### src/rtl/reg_file_pkg.sv
// Shared sizing defaults and readout state encoding for the register file reader.
package reg_file_pkg;

    localparam int unsigned DATA_W_DEF = 8;
    localparam int unsigned ADDR_W_DEF = 3;

    typedef enum logic {
        IDLE = 1'b0,
        DUMP = 1'b1
    } dump_state_e;

endpackage

### src/rtl/reg_file_dump_ctrl.sv
// Sequential readout controller: walks dump_addr 0..2**ADDR_W-1, one beat per cycle.
module reg_file_dump_ctrl
    import reg_file_pkg::*;
#(
    parameter int unsigned ADDR_W = ADDR_W_DEF
) (
    input  logic              clk,
    input  logic              reset,
    input  logic              dump_start,
    output logic              beat_en_c,
    output logic [ADDR_W-1:0] beat_addr_c,
    output logic              dump_busy,
    output logic              dump_valid,
    output logic [ADDR_W-1:0] dump_addr
);

    localparam logic [ADDR_W-1:0] LAST_ADDR = '1;

    dump_state_e state;

    // Beat that the coming edge will present; start requests are only honoured from IDLE.
    always_comb begin
        beat_en_c   = 1'b0;
        beat_addr_c = '0;
        case (state)
            IDLE: beat_en_c = dump_start;
            DUMP: begin
                beat_en_c   = (dump_addr != LAST_ADDR);
                beat_addr_c = dump_addr + ADDR_W'(1);
            end
            default: ;
        endcase
    end

    always_ff @(posedge clk) begin
        if (reset) begin
            state      <= IDLE;
            dump_busy  <= 1'b0;
            dump_valid <= 1'b0;
            dump_addr  <= '0;
        end else begin
            state      <= beat_en_c ? DUMP : IDLE;
            dump_busy  <= beat_en_c;
            dump_valid <= beat_en_c;
            dump_addr  <= beat_en_c ? beat_addr_c : '0;
        end
    end

endmodule

### src/rtl/reg_file_reader.sv
// Register file with two registered read ports and a sequential dump port.
// Define REG_FILE_BYPASS_EN to forward same-edge write data to colliding reads.
module reg_file_reader
    import reg_file_pkg::*;
#(
    parameter int unsigned DATA_W = DATA_W_DEF,
    parameter int unsigned ADDR_W = ADDR_W_DEF
) (
    input  logic              clk,
    input  logic              reset,
    input  logic [DATA_W-1:0] in,
    input  logic [ADDR_W-1:0] inaddr,
    input  logic              write,
    input  logic [ADDR_W-1:0] out1addr,
    input  logic [ADDR_W-1:0] out2addr,
    output logic [DATA_W-1:0] out1,
    output logic [DATA_W-1:0] out2,
    input  logic              dump_start,
    output logic              dump_busy,
    output logic              dump_valid,
    output logic [ADDR_W-1:0] dump_addr,
    output logic [DATA_W-1:0] dump_data
);

    localparam int unsigned DEPTH = 2 ** ADDR_W;

`ifdef REG_FILE_BYPASS_EN
    localparam bit BYPASS = 1'b1;
`else
    localparam bit BYPASS = 1'b0;
`endif

    logic [DATA_W-1:0] mem [DEPTH];
    logic              beat_en_c;
    logic [ADDR_W-1:0] beat_addr_c;
    logic [DATA_W-1:0] rd1_c;
    logic [DATA_W-1:0] rd2_c;
    logic [DATA_W-1:0] rdd_c;

    reg_file_dump_ctrl #(
        .ADDR_W (ADDR_W)
    ) u_dump_ctrl (
        .clk         (clk),
        .reset       (reset),
        .dump_start  (dump_start),
        .beat_en_c   (beat_en_c),
        .beat_addr_c (beat_addr_c),
        .dump_busy   (dump_busy),
        .dump_valid  (dump_valid),
        .dump_addr   (dump_addr)
    );

    // Read muxes; with bypass a same-edge write to the read address wins.
    assign rd1_c = (BYPASS && write && (inaddr == out1addr))    ? in : mem[out1addr];
    assign rd2_c = (BYPASS && write && (inaddr == out2addr))    ? in : mem[out2addr];
    assign rdd_c = (BYPASS && write && (inaddr == beat_addr_c)) ? in : mem[beat_addr_c];

    always_ff @(posedge clk) begin
        if (reset) begin
            for (int i = 0; i < DEPTH; i++) begin
                mem[i] <= '0;
            end
            out1      <= '0;
            out2      <= '0;
            dump_data <= '0;
        end else begin
            if (write) begin
                mem[inaddr] <= in;
            end
            out1      <= rd1_c;
            out2      <= rd2_c;
            dump_data <= beat_en_c ? rdd_c : '0;
        end
    end

endmodule
### config.mk
export PLATFORM = sky130hd
export DESIGN_NAME = reg_file_reader
export DESIGN_NICKNAME = d
export VERILOG_FILES = /design/src/rtl/reg_file_pkg.sv /design/src/rtl/reg_file_dump_ctrl.sv /design/src/rtl/reg_file_reader.sv
export SDC_FILE = /design/constraint.sdc
export NUM_CORES = 1
export LEC_CHECK = 0
export CORE_UTILIZATION = 26
export DETAILED_ROUTE_END_ITERATION = 8
export HOLD_SLACK_MARGIN = 0.03
export MAX_ROUTING_LAYER = met4
export PLACE_DENSITY = 0.53
export SYNTH_ARGS = -nofsm -noshare
export SYNTH_HDL_FRONTEND = slang
export SYNTH_HIERARCHICAL = 1
export SYNTH_SLANG_ARGS = --single-unit
### constraint.sdc
create_clock -name clk -period 1.9 [get_ports clk]
set_input_delay 0.57 -clock clk [delete_from_list [all_inputs] [get_ports clk]]
set_output_delay 0.57 -clock clk [all_outputs]
set_load 0.05 [all_outputs]
==> results of run 1 <==
repair_timing:
action	in CTS	in global routing
hold buffers	0	0
buffers inserted	0	3
endpoints found under the setup margin	16	34
resized for setup	8	11
gates cloned	0	1
pin swaps	1	4
cells in the final DEF (no fill, tap or decap), types with 2 or more instances in the layout:
| cell type | instances |
|---|---|
| mux4_1 | 28 |
| clkdlybuf4s50_1 | 17 |
| nand2_1 | 2 |
| nand2b_1 | 5 |
| dlymetal6s2s_1 | 3 |
| nor3_1 | 8 |
| buf_12 | 8 |
| mux2i_1 | 48 |
| dfxtp_1 | 26 |
| edfxtp_1 | 64 |
| and2_1 | 64 |
| or2_4 | 4 |
| a22o_1 | 16 |
| nor3_2 | 2 |
| nor2_1 | 19 |
| buf_4 | 50 |
| nor3b_2 | 2 |
| mux4_2 | 4 |
| inv_6 | 2 |
| clkbuf_16 | 10 |
| clkinv_2 | 2 |
| ha_1 | 2 |
| or2_2 | 4 |
| dfxtp_2 | 2 |
| nor2b_4 | 2 |
| nor2_2 | 3 |
| and2_2 | 2 |
worst paths after layout:
kind	cells past startpoint	startpoint	slack (ps)	endpoint
setup / recovery	7	u_dump_ctrl/dump_addr[0]$_SDFF_PP0_	40	dump_data[1]$_SDFF_PP0_
hold / removal	2	u_dump_ctrl/dump_addr[0]$_SDFF_PP0_	520	u_dump_ctrl/dump_addr[0]$_SDFF_PP0_
setup reg to reg	7	u_dump_ctrl/dump_addr[0]$_SDFF_PP0_	40	dump_data[1]$_SDFF_PP0_
hold reg to reg	2	u_dump_ctrl/dump_addr[0]$_SDFF_PP0_	520	u_dump_ctrl/dump_addr[0]$_SDFF_PP0_
worst reg2reg max path, stage by stage, from the launching register on:
cell	delay, ps
dfxtp_2	320
ha_1	190
ha_1	260
and2_2	230
nor2b_4	170
buf_4	170
a22o_1	220
nor3_1	220
kinds of logic after synthesis:
group / after synthesis / share of synthesized area [%]
AND/OR/NAND/NOR: 123 / 15.08
flip-flops: 92 / 51.23
multiplexers: 80 / 26.96
buffers and inverters: 22 / 3.228
AO/OA/AOI/OAI: 17 / 2.995
adder cells (fa/ha/maj): 2 / 0.5163
stage by stage:
stage | setup WS (ps) | cells
after detailed placement | -377.6 | 619
after global routing | 15.99 | 639
after global placement | -352.1 | 619
after floorplan | 35.95 | 336
after CTS | 5.636 | 635
final | 40.98 | 639
state kept, by name (all words and copies together), names as in the netlist:
register                flops
out1                        8
dump_data                   8
out2                        8
mem                        64
u_dump_ctrl/dump_addr       3
u_dump_ctrl/dump_valid      1
routing by layer:
metal	part of all wire, %	track usage (%)	vias up
met4	1.3	5.855	0
met1	50	18.88	1576
met2	45	19.58	91
li1	-	-	1425
met5	0	-	-
met3	4.1	2.148	11
power by group:
part | switching [mW] | internal (mW)
sequential | 0.111 | 2.29
clock | 0.771 | 0.887
combinational | 0.459 | 0.377
total | 1.34 | 3.55
layout make-up:
| type | count | area (µm²) |
|---|---|---|
| Clock buffer | 10 | 229.0 |
| Clock inverter | 6 | 38.79 |
| Fill cell | 1732 | 12010 |
| Multi-Input combinational cell | 222 | 2255 |
| Sequential cell | 92 | 2485 |
| Tap cell | 229 | 286.5 |
| Timing Repair Buffer | 80 | 779.5 |
==> results.md, run 1 <==
* Fin. max-slew vios at 0
* Rel. slew slack at 67.47%
* Crit path max-delay family: simple AND/OR/NAND/NOR gates
* Vias in the first global route at 2989
* Mapped Cells at 336
* Most used DFF post-synth: edfxtp_1
* Total die area at 19190 µm²
* Area grow syn2layout at 25.33%
* Crit Path Class: reg -> reg
* Y dimension of the die at 138.5 µm
* HPWL Detailed at 9410 µm
* Violated checks: design-rule violations
* Top-count cell post-synth: and2_1
* Post-synth EDFFs at 64
* Iter 0 DRT Violations at 245
* Max Fclk at 537.9 MHz
* First-pass GRT wire length at 18320 µm
* RSZ-0062 raised after global routing: no
* Die width at 138.5 µm
* Gpl congestion at 0.8204
* CP arrival at 2120 ps
* Synth cell types at 26
* DR vias/cell at 4.856
* All-Layer GR Usage at 13.61%
* Post-synth ARST share at 0%
* CTS tree: done
* Clock Skews at 12.74 ps
* Synth top area share at 39.66%
* Hold Violations, Final at 0
* Pwr/cell area at 805.2 nW/µm²
* Final worst-path cycle share at 97.84%
* IO Pins at 50
* Clk Latency, worst-skew pair at 350 ps
* Status: finished, violations left
* Yosys reg bits at 92
* Largest net degree at the start of global routing at 18
* Clk buf depth at 2
* DRC at 12
* Synth warnings at 6
* Grt total ovfl at 0
* VDD IR max at 0.4972 mV
* Least-Margin Pin Slew at 486.9 ps
* Commonest cells in the netlist: and2_1 (67), edfxtp_1 (64), mux2i_1 (48)
* Hold WS at 517.2 ps
* Initial antenna violation count at 0
* Final wirelength at 12400 µm
* Root buffer cell: clkbuf_16
* Setup violations, final at 0
* Post-synth net total at 359
* DRT Pass-1 Iters at 7
* Finished Cell Area at 6073 µm²
* Port bufs at 49
* Min-Delay Path Class: reg -> reg
* Rows at 49
* # diodes at 0
* Clock sinks at 92
* DR vias at 3103
* Initial Util at 26.79%
* Inserted Clock Buffers at 9
* Tot Pwr at 4.890 mW
* Routed len/inst at 19.41 µm
* CP endpoint kind: flip-flop
* LEAKAGE at 2.322 nW
* Routed Antenna Nets at 0
* Max-cap violation count at 0
* Setup_tns at 0 ps
* Seq/Total Area, Yosys at 51.23%
* Clock transition at the registers of the reported paths at 70 ps
* Crit-path max cell delay at 320 ps
* Crit path cell chain: ha_1 -> ha_1 -> and2_2 -> nor2b_4 -> buf_4 -> a22o_1 -> nor3_1
* Post-synth top area cell: edfxtp_1
* Req. time, crit path at 2160 ps
* Worst path bufs/invs at 1
* Core ar. at 18090 µm²
* Avg Synthesized Cell Area at 14.42 µm²
* H-Tree Depth at 3
* Placed cell areas at 5700 µm²
* Post-layout nets at 428
* Critical Path Source Type: flip-flop
* Minimum clock period at 1859 ps
* Fin util at 33.58%
* Synthesized area at 4846 µm²
* Crit Path Max Fanout at 5
* Slowest cell on crit path: dfxtp_2
* Most frequent CP cell: ha_1
* Share of cells above drive strength 1 at 25.12%
* Synth area leaders: edfxtp_1 (40%), mux4_1 (15%), dfxtp_1 (12%)
Power figures use the tool's default switching activity.
==> inputs of run 2 (changes only) <==
--- a/config.mk
+++ b/config.mk
@@ -5,11 +5,12 @@
 export SDC_FILE = /design/constraint.sdc
 export NUM_CORES = 1
 export LEC_CHECK = 0
+export CORE_MARGIN = 2
 export CORE_UTILIZATION = 26
 export DETAILED_ROUTE_END_ITERATION = 8
 export HOLD_SLACK_MARGIN = 0.03
 export MAX_ROUTING_LAYER = met4
-export PLACE_DENSITY = 0.53
+export PLACE_DENSITY = 0.52
 export SYNTH_ARGS = -nofsm -noshare
 export SYNTH_HDL_FRONTEND = slang
 export SYNTH_HIERARCHICAL = 1
==> constraint.sdc (replaced) <==
create_clock -name clk -period 2.3 [get_ports clk]
set_input_delay 0.69 -clock clk [delete_from_list [all_inputs] [get_ports clk]]
set_output_delay 0.69 -clock clk [all_outputs]
set_load 0.05 [all_outputs]
==> run 2 against run 1 <==
The run now ends clean. Sequential share of layout area increased by 0.37 points. Wire length rose by 5.1%. Via count shrank 2.2%. Largest cell class unchanged. Power is 15% lower. Sequential power is 17% lower. Critical endpoint is now dump_addr[0]. Combinational power down 19%. Die area increased by 2.9%. Clock skew fell by 6.3 ps.
==> results.md, run 2 (synthesis gave the netlist of run 1 again) <==
* Least-Margin Pin Slew at 506.8 ps (+19.84 ps)
* Clock sinks at 92 (unchanged)
* Pwr/cell area at 688.1 nW/µm² (-15%)
* Post-layout nets at 426 (-0.47%)
* Rows at 49 (unchanged)
* Fin util at 33.14% (-0.44 points)
* Inserted Clock Buffers at 9 (unchanged)
* Max-cap violation count at 0 (unchanged)
* Initial antenna violation count at 0 (unchanged)
* Power share of the clock group at 35.7% (+1.8 points)
* CTS tree: done
* Sw Pwr at 1.104 mW (-18%)
* Worst path bufs/invs at 1 (unchanged)
* Most frequent cells in the layout: and2_1 (66), edfxtp_1 (64), mux2i_1 (48)
* HP Start: u_dump_ctrl/dump_addr[0]$_SDFF_PP0_
* Slowest cell on crit path: clkdlybuf4s50_1
* Crit-path max cell delay at 830 ps (+510 ps)
* Final wirelength at 13030 µm (+5.1%)
* Initial Util at 26.70% (-0.091 points)
* Crit Path Class: reg -> out
* Post-CTS setup buffer count at 0 (unchanged)
* Largest register by flop count: mem
* Gate power share at 16.4% (-0.7 points)
* LEAKAGE at 2.209 nW (-4.8%)
* Die width at 140.5 µm (+1.4%)
* Total die area at 19750 µm² (+2.9%)
* Fin. max-slew vios at 0 (unchanged)
* Setup violations, final at 0 (unchanged)
* Cts hold-fix bufs at 0 (unchanged)
* Hold WS at 509.1 ps (-8.135 ps)
* First-pass GRT wire length at 19750 µm (+7.8%)
* DRT Pass-1 Iters at 4 (-3)
* Placed cell areas at 5723 µm² (+0.40%)
* Critical Path Source Type: flip-flop
* RSZ-0062 raised after global routing: no
* Port bufs at 49 (unchanged)
* IO Pins at 50 (unchanged)
* Register share of total power at 47.9% (-1.1 points)
* Routed Antenna Nets at 0 (unchanged)
* Max reg flops at 64 (unchanged)
* Crit Path Max Fanout at 4 (-1)
* Reg2Reg Setup Slack at 310 ps (+270 ps)
* Clk buf depth at 2 (unchanged)
* Clock transition at the registers of the reported paths at 60 ps (about the same)
* Largest net degree at the start of global routing at 33 (+15)
* Crit path max-delay family: buffers and inverters
* All-Layer GR Usage at 14.24% (+0.64 points)
* Switching Share at 26.69% (-0.73 points)
* Hold Path Stages at 1 (-1)
* Core ar. at 18150 µm² (+0.34%)
* Critical path origin: u_dump_ctrl/dump_addr[0]$_SDFF_PP0_
* Grt total ovfl at 0 (unchanged)
* # diodes at 0 (unchanged)
* DRC at 0 (-12)
* CP endpoint kind: output port
* Y dimension of the die at 140.5 µm (+1.4%)
* CP arrival at 1550 ps (-570 ps)
* HPWL Detailed at 9984 µm (+6.1%)
* Internal Power at 3.034 mW (-15%)
* Min-Delay Path Class: reg -> reg
* Rel. slew slack at 66.11% (-1.4 points)
* Tot Pwr at 4.138 mW (-15%)
* Hold Violations, Final at 0 (unchanged)
* Inst Count DP at 621 (+0.32%)
* Reg-to-Reg End: dump_data[0]$_SDFF_PP0_
* Reg2reg path depth at 7 (unchanged)
* Finished Cell Area at 6013 µm² (-0.99%)
* Area grow syn2layout at 24.09%
* Final worst-path cycle share at 97.56%
* Clk Latency, worst-skew pair at 350 ps (about the same)
* DR vias at 3034 (-2.2%)
* Share of cells above drive strength 1 at 15.69% (-9.4 points)
* DR vias/cell at 4.763 (-1.9%)
* Status: complete, no violations
* Clock Skews at 6.400 ps (-6.341 ps)
* R2r startpoint: u_dump_ctrl/dump_addr[0]$_SDFF_PP0_
* Iter 0 DRT Violations at 213 (-13%)
* Vias in the first global route at 3118 (+4.3%)
* Minimum clock period at 2244 ps
* VDD IR max at 0.2466 mV (-50%)
* H-Tree Depth at 3 (unchanged)
* # fillers at 1787 (+3.2%)
* Gpl congestion at 0.8305 (+1.2%)
* Worst hold endpoint: u_dump_ctrl/dump_addr[0]$_SDFF_PP0_
* Max Fclk at 445.6 MHz
* Non-filler cells, final at 637 (-0.31%)
* Root buffer cell: clkbuf_16
* Req. time, crit path at 1610 ps (-550 ps)
* Most common cell after layout, fill and taps aside: and2_1
* Crit path cell chain: clkdlybuf4s50_1
* Routed len/inst at 20.45 µm (+5.4%)
==> run 2: timing repair <==
item / CTS / global route
resized for setup: 2 / 0
endpoints found under the hold margin: 0 / 0
setup endpoints to repair: 2 / 0
==> run 2: final cells by class <==
type                    instances  area, µm²  area share [%]
repair buffers                 78      743.2           12.36
well taps                     229      286.5           4.765
clock buffers                  10      229.0           3.808
multi-input cells             222       2208           36.72
clock inverters                 6      63.81           1.061
flip-flops and latches         92       2482           41.28
==> run 2: metal layers <==
metal  vias to the layer above  track usage (%)  share of wire, %
met5                         -                -                 0
met4                         0            6.789               2.3
met3                        15            3.145               6.6
met2                       111            21.65                47
met1                      1486            18.13                44
li1                       1422                -                 -
==> run 2: how the worst max path moves through the flow <==
stage                                    to  cells after the start
floorplan           dump_data[1]$_SDFF_PP0_                      7
global placement    mem[4][6]$_SDFFCE_PN0P_                      4
detailed placement  mem[4][6]$_SDFFCE_PN0P_                      4
CTS                            dump_addr[0]                      1
global route                   dump_addr[0]                      1
finish                         dump_addr[0]                      1
==> run 2: per-stage QoR <==
step	TNS (ps)	setup WS, ps
floorplan	0	314.1
global placement	-2930	-91.59
detailed placement	-3852	-109.3
CTS	0	40.70
global route	0	1.170
finish	0	56.08
==> run 2: power by group through the flow <==
stage | clock network (mW) | logic [mW] | registers [mW]
4_1_cts | 1.51 | 0.686 | 1.98
5_1_grt | 1.57 | 0.720 | 1.99
3_3_place_gp | 0 | 0.686 | 2.01
6_report | 1.48 | 0.680 | 1.98
3_5_place_dp | 0 | 0.687 | 2.02
2_1_floorplan | 0 | 0.306 | 2.11
==> inputs of run 3 (changes only) <==
--- a/config.mk
+++ b/config.mk
@@ -6,11 +6,12 @@
 export NUM_CORES = 1
 export LEC_CHECK = 0
 export CORE_MARGIN = 2
-export CORE_UTILIZATION = 26
+export CORE_UTILIZATION = 61
 export DETAILED_ROUTE_END_ITERATION = 8
 export HOLD_SLACK_MARGIN = 0.03
 export MAX_ROUTING_LAYER = met4
-export PLACE_DENSITY = 0.52
+export PLACE_DENSITY = 0.94
+export SLEW_MARGIN = 20
 export SYNTH_ARGS = -nofsm -noshare
 export SYNTH_HDL_FRONTEND = slang
 export SYNTH_HIERARCHICAL = 1
==> run 3 against run 2 <==
Register-to-register slack better by 140 ps. Wire length is 14% lower. Critical path depth stayed put. Clock power is 26% lower. Count of clock-buffer cells in the layout is 1 lower. Power is 9.9% lower. Final cell count is 21% lower. Sequential cell count stayed put. Sequential share of layout area is 1.9 points higher. Setup slack better by 37 ps. Largest power group unchanged.
==> results.md, run 3 (synthesis gave the netlist of run 1 again) <==
* Routed Antenna Nets at 0 (unchanged)
* Clock transition at the registers of the reported paths at 100 ps (+40 ps)
* Reg2reg path depth at 7 (unchanged)
* Finished Cell Area at 5747 µm² (-4.4%)
* Core ar. at 7727 µm² (-57%)
* DR vias at 3222 (+6.2%)
* # fillers at 491 (-73%)
* All-Layer GR Usage at 28.17% (+14 points)
* Gpl congestion at 0.9150 (+10%)
* Reg-to-Reg End: dump_data[6]$_SDFF_PP0_
* H-Tree Depth at 3 (unchanged)
* Inst Count DP at 489 (-21%)
* IO Pins at 50 (unchanged)
* R2r startpoint: u_dump_ctrl/dump_addr[0]$_SDFF_PP0_
* VDD IR max at 0.3385 mV (+37%)
* CP arrival at 1520 ps (-30 ps)
* Crit Path Class: reg -> out
* Most common cell after layout, fill and taps aside: and2_1
* Largest register by flop count: mem
* Largest net degree at the start of global routing at 33 (unchanged)
* Tot Pwr at 3.730 mW (-9.9%)
* HPWL Detailed at 8593 µm (-14%)
* Place WS at -93.78 ps (+15.53 ps)
* Most frequent cells in the layout: and2_1 (66), edfxtp_1 (64), mux2i_1 (48)
* Crit path cell chain: clkdlybuf4s50_1
* Crit-path max cell delay at 800 ps (-30 ps)
* Max Fclk at 453.1 MHz (+1.7%)
* HP Start: u_dump_ctrl/dump_addr[0]$_SDFF_PP0_
* Reg2Reg Setup Slack at 450 ps (+140 ps)
* Max-cap violation count at 0 (unchanged)
* Clk buf depth at 2 (unchanged)
* Port bufs at 49 (unchanged)
* Vias in the first global route at 3195 (+2.5%)
* DRC at 0 (unchanged)
* DR vias/cell at 6.368 (+34%)
* Worst hold endpoint: u_dump_ctrl/dump_addr[0]$_SDFF_PP0_
* Inserted Clock Buffers at 9 (unchanged)
* Rows at 32 (-35%)
* Fin worst setup slack at 93.19 ps (+37.11 ps)
* Storage element area at 2482 µm² (unchanged)
* Final worst-path cycle share at 95.95% (-1.6 points)
* Minimum clock period at 2207 ps (-37.11 ps)
* Clk Latency, worst-skew pair at 370 ps (+20 ps)
* CP endpoint kind: output port
* Placed cell areas at 5539 µm² (-3.2%)
* Multi-input gate area at 2208 µm² (unchanged)
* CTS tree: done
* Post-layout nets at 421 (-1.2%)
* Critical Path Source Type: flip-flop
* Clock Skews at 11.77 ps (+5.368 ps)
* Y dimension of the die at 93.13 µm (-34%)
* Hold Violations, Final at 0 (unchanged)
* Status: complete, no violations
* LEAKAGE at 2.172 nW (-1.7%)
* Initial Util at 62.71% (+36 points)
* Max reg flops at 64 (unchanged)
* Area grow syn2layout at 18.59%
* Setup violations, final at 0 (unchanged)
* Worst path bufs/invs at 1 (unchanged)
* Grt total ovfl at 0 (unchanged)
* Hold Path Stages at 1 (unchanged)
* Fin. max-slew vios at 0 (unchanged)
* Initial antenna violation count at 1 (+1)
* Pwr/cell area at 649.0 nW/µm² (-5.7%)
* Min-Delay Path Class: reg -> reg
* Total die area at 8673 µm² (-56%)
* Req. time, crit path at 1610 ps (about the same)
* DRT Pass-1 Iters at 5 (+1)
* Crit path max-delay family: buffers and inverters
* Share of cells above drive strength 1 at 14.89% (-0.80 points)
* Slowest cell on crit path: clkdlybuf4s50_1
* Crit Path Max Fanout at 2 (-2)
* Least-Margin Pin Slew at 505.7 ps (-1.048 ps)
* Root buffer cell: clkbuf_8
* Clock sinks at 92 (unchanged)
* First-pass GRT wire length at 17110 µm (-13%)
* Rel. slew slack at 66.18% (+0.070 points)
* Non-filler cells, final at 506 (-21%)
* RSZ-0062 raised after global routing: no
* Iter 0 DRT Violations at 257 (+21%)
* Post-CTS setup buffer count at 0 (unchanged)
* Final wirelength at 11180 µm (-14%)
* Die width at 93.13 µm (-34%)
* Routed len/inst at 22.09 µm (+8.0%)
## run 3: cell types whose count changed in the layout (fill, tap and decap cells not counted), sizes merged
cell / before / now
buf: 29 / 24
inv: 1 / 4
clkinvlp: 2 / 0
bufinv: 1 / 0
clkbuf: 10 / 9
clkdlybuf4s50: 47 / 46
clkinv: 2 / 3
diode: 0 / 1
dlymetal6s2s: 0 / 1
## run 3: worst max path at each step
stage	from	endpoint	slack, ps	depth (start not counted)
after floorplan	u_dump_ctrl/dump_addr[0]$_SDFF_PP0_	dump_data[1]$_SDFF_PP0_	310	7
after global placement	reset	mem[6][1]$_SDFFCE_PN0P_	20	4
after detailed placement	out2addr[1]	out2[2]$_SDFF_PP0_	-90	5
after CTS	u_dump_ctrl/dump_addr[0]$_SDFF_PP0_	dump_addr[0]	20	1
after global routing	u_dump_ctrl/dump_addr[1]$_SDFF_PP0_	dump_addr[1]	40	1
final	u_dump_ctrl/dump_addr[2]$_SDFF_PP0_	dump_addr[2]	90	1
## run 3: metal layers
layer	global-route usage, %	up-vias	share of wire (%)
met3	5.882	37	7.2
met5	-	-	0
li1	-	1412	-
met2	44.93	200	49
met4	12.75	0	3.9
met1	35.13	1573	40
## run 3: report_power, final
part           switching (mW)  total, mW  internal (mW)
registers              0.0898       1.97           1.89
clock network           0.651       1.09          0.436
logic                   0.367      0.668          0.301
## run 3: repair_timing
action,4_1_cts,5_1_grt
resized for setup,2,1
cloned,0,0
hold buffers,0,0
endpoints found under the setup margin,2,1
## run 3: area by class of cell
type / count / area share, %
diodes: 1 / 0.04354
well taps: 102 / 2.221
flip-flops and latches: 92 / 43.20
clock inverters: 7 / 1.415
clock buffers: 9 / 2.155
repair buffers: 73 / 12.54
multi-input cells: 222 / 38.43
## run 3: through the flow
stage               setup TNS [ps]  hold WS, ps  utilization, %
global route                     0        519.7           74.37
detailed placement          -627.4        484.7           71.68
floorplan                        0        688.3               -
CTS                              0        498.8           74.30
finish                           0        489.1           74.37
global placement                 0        477.0           71.68
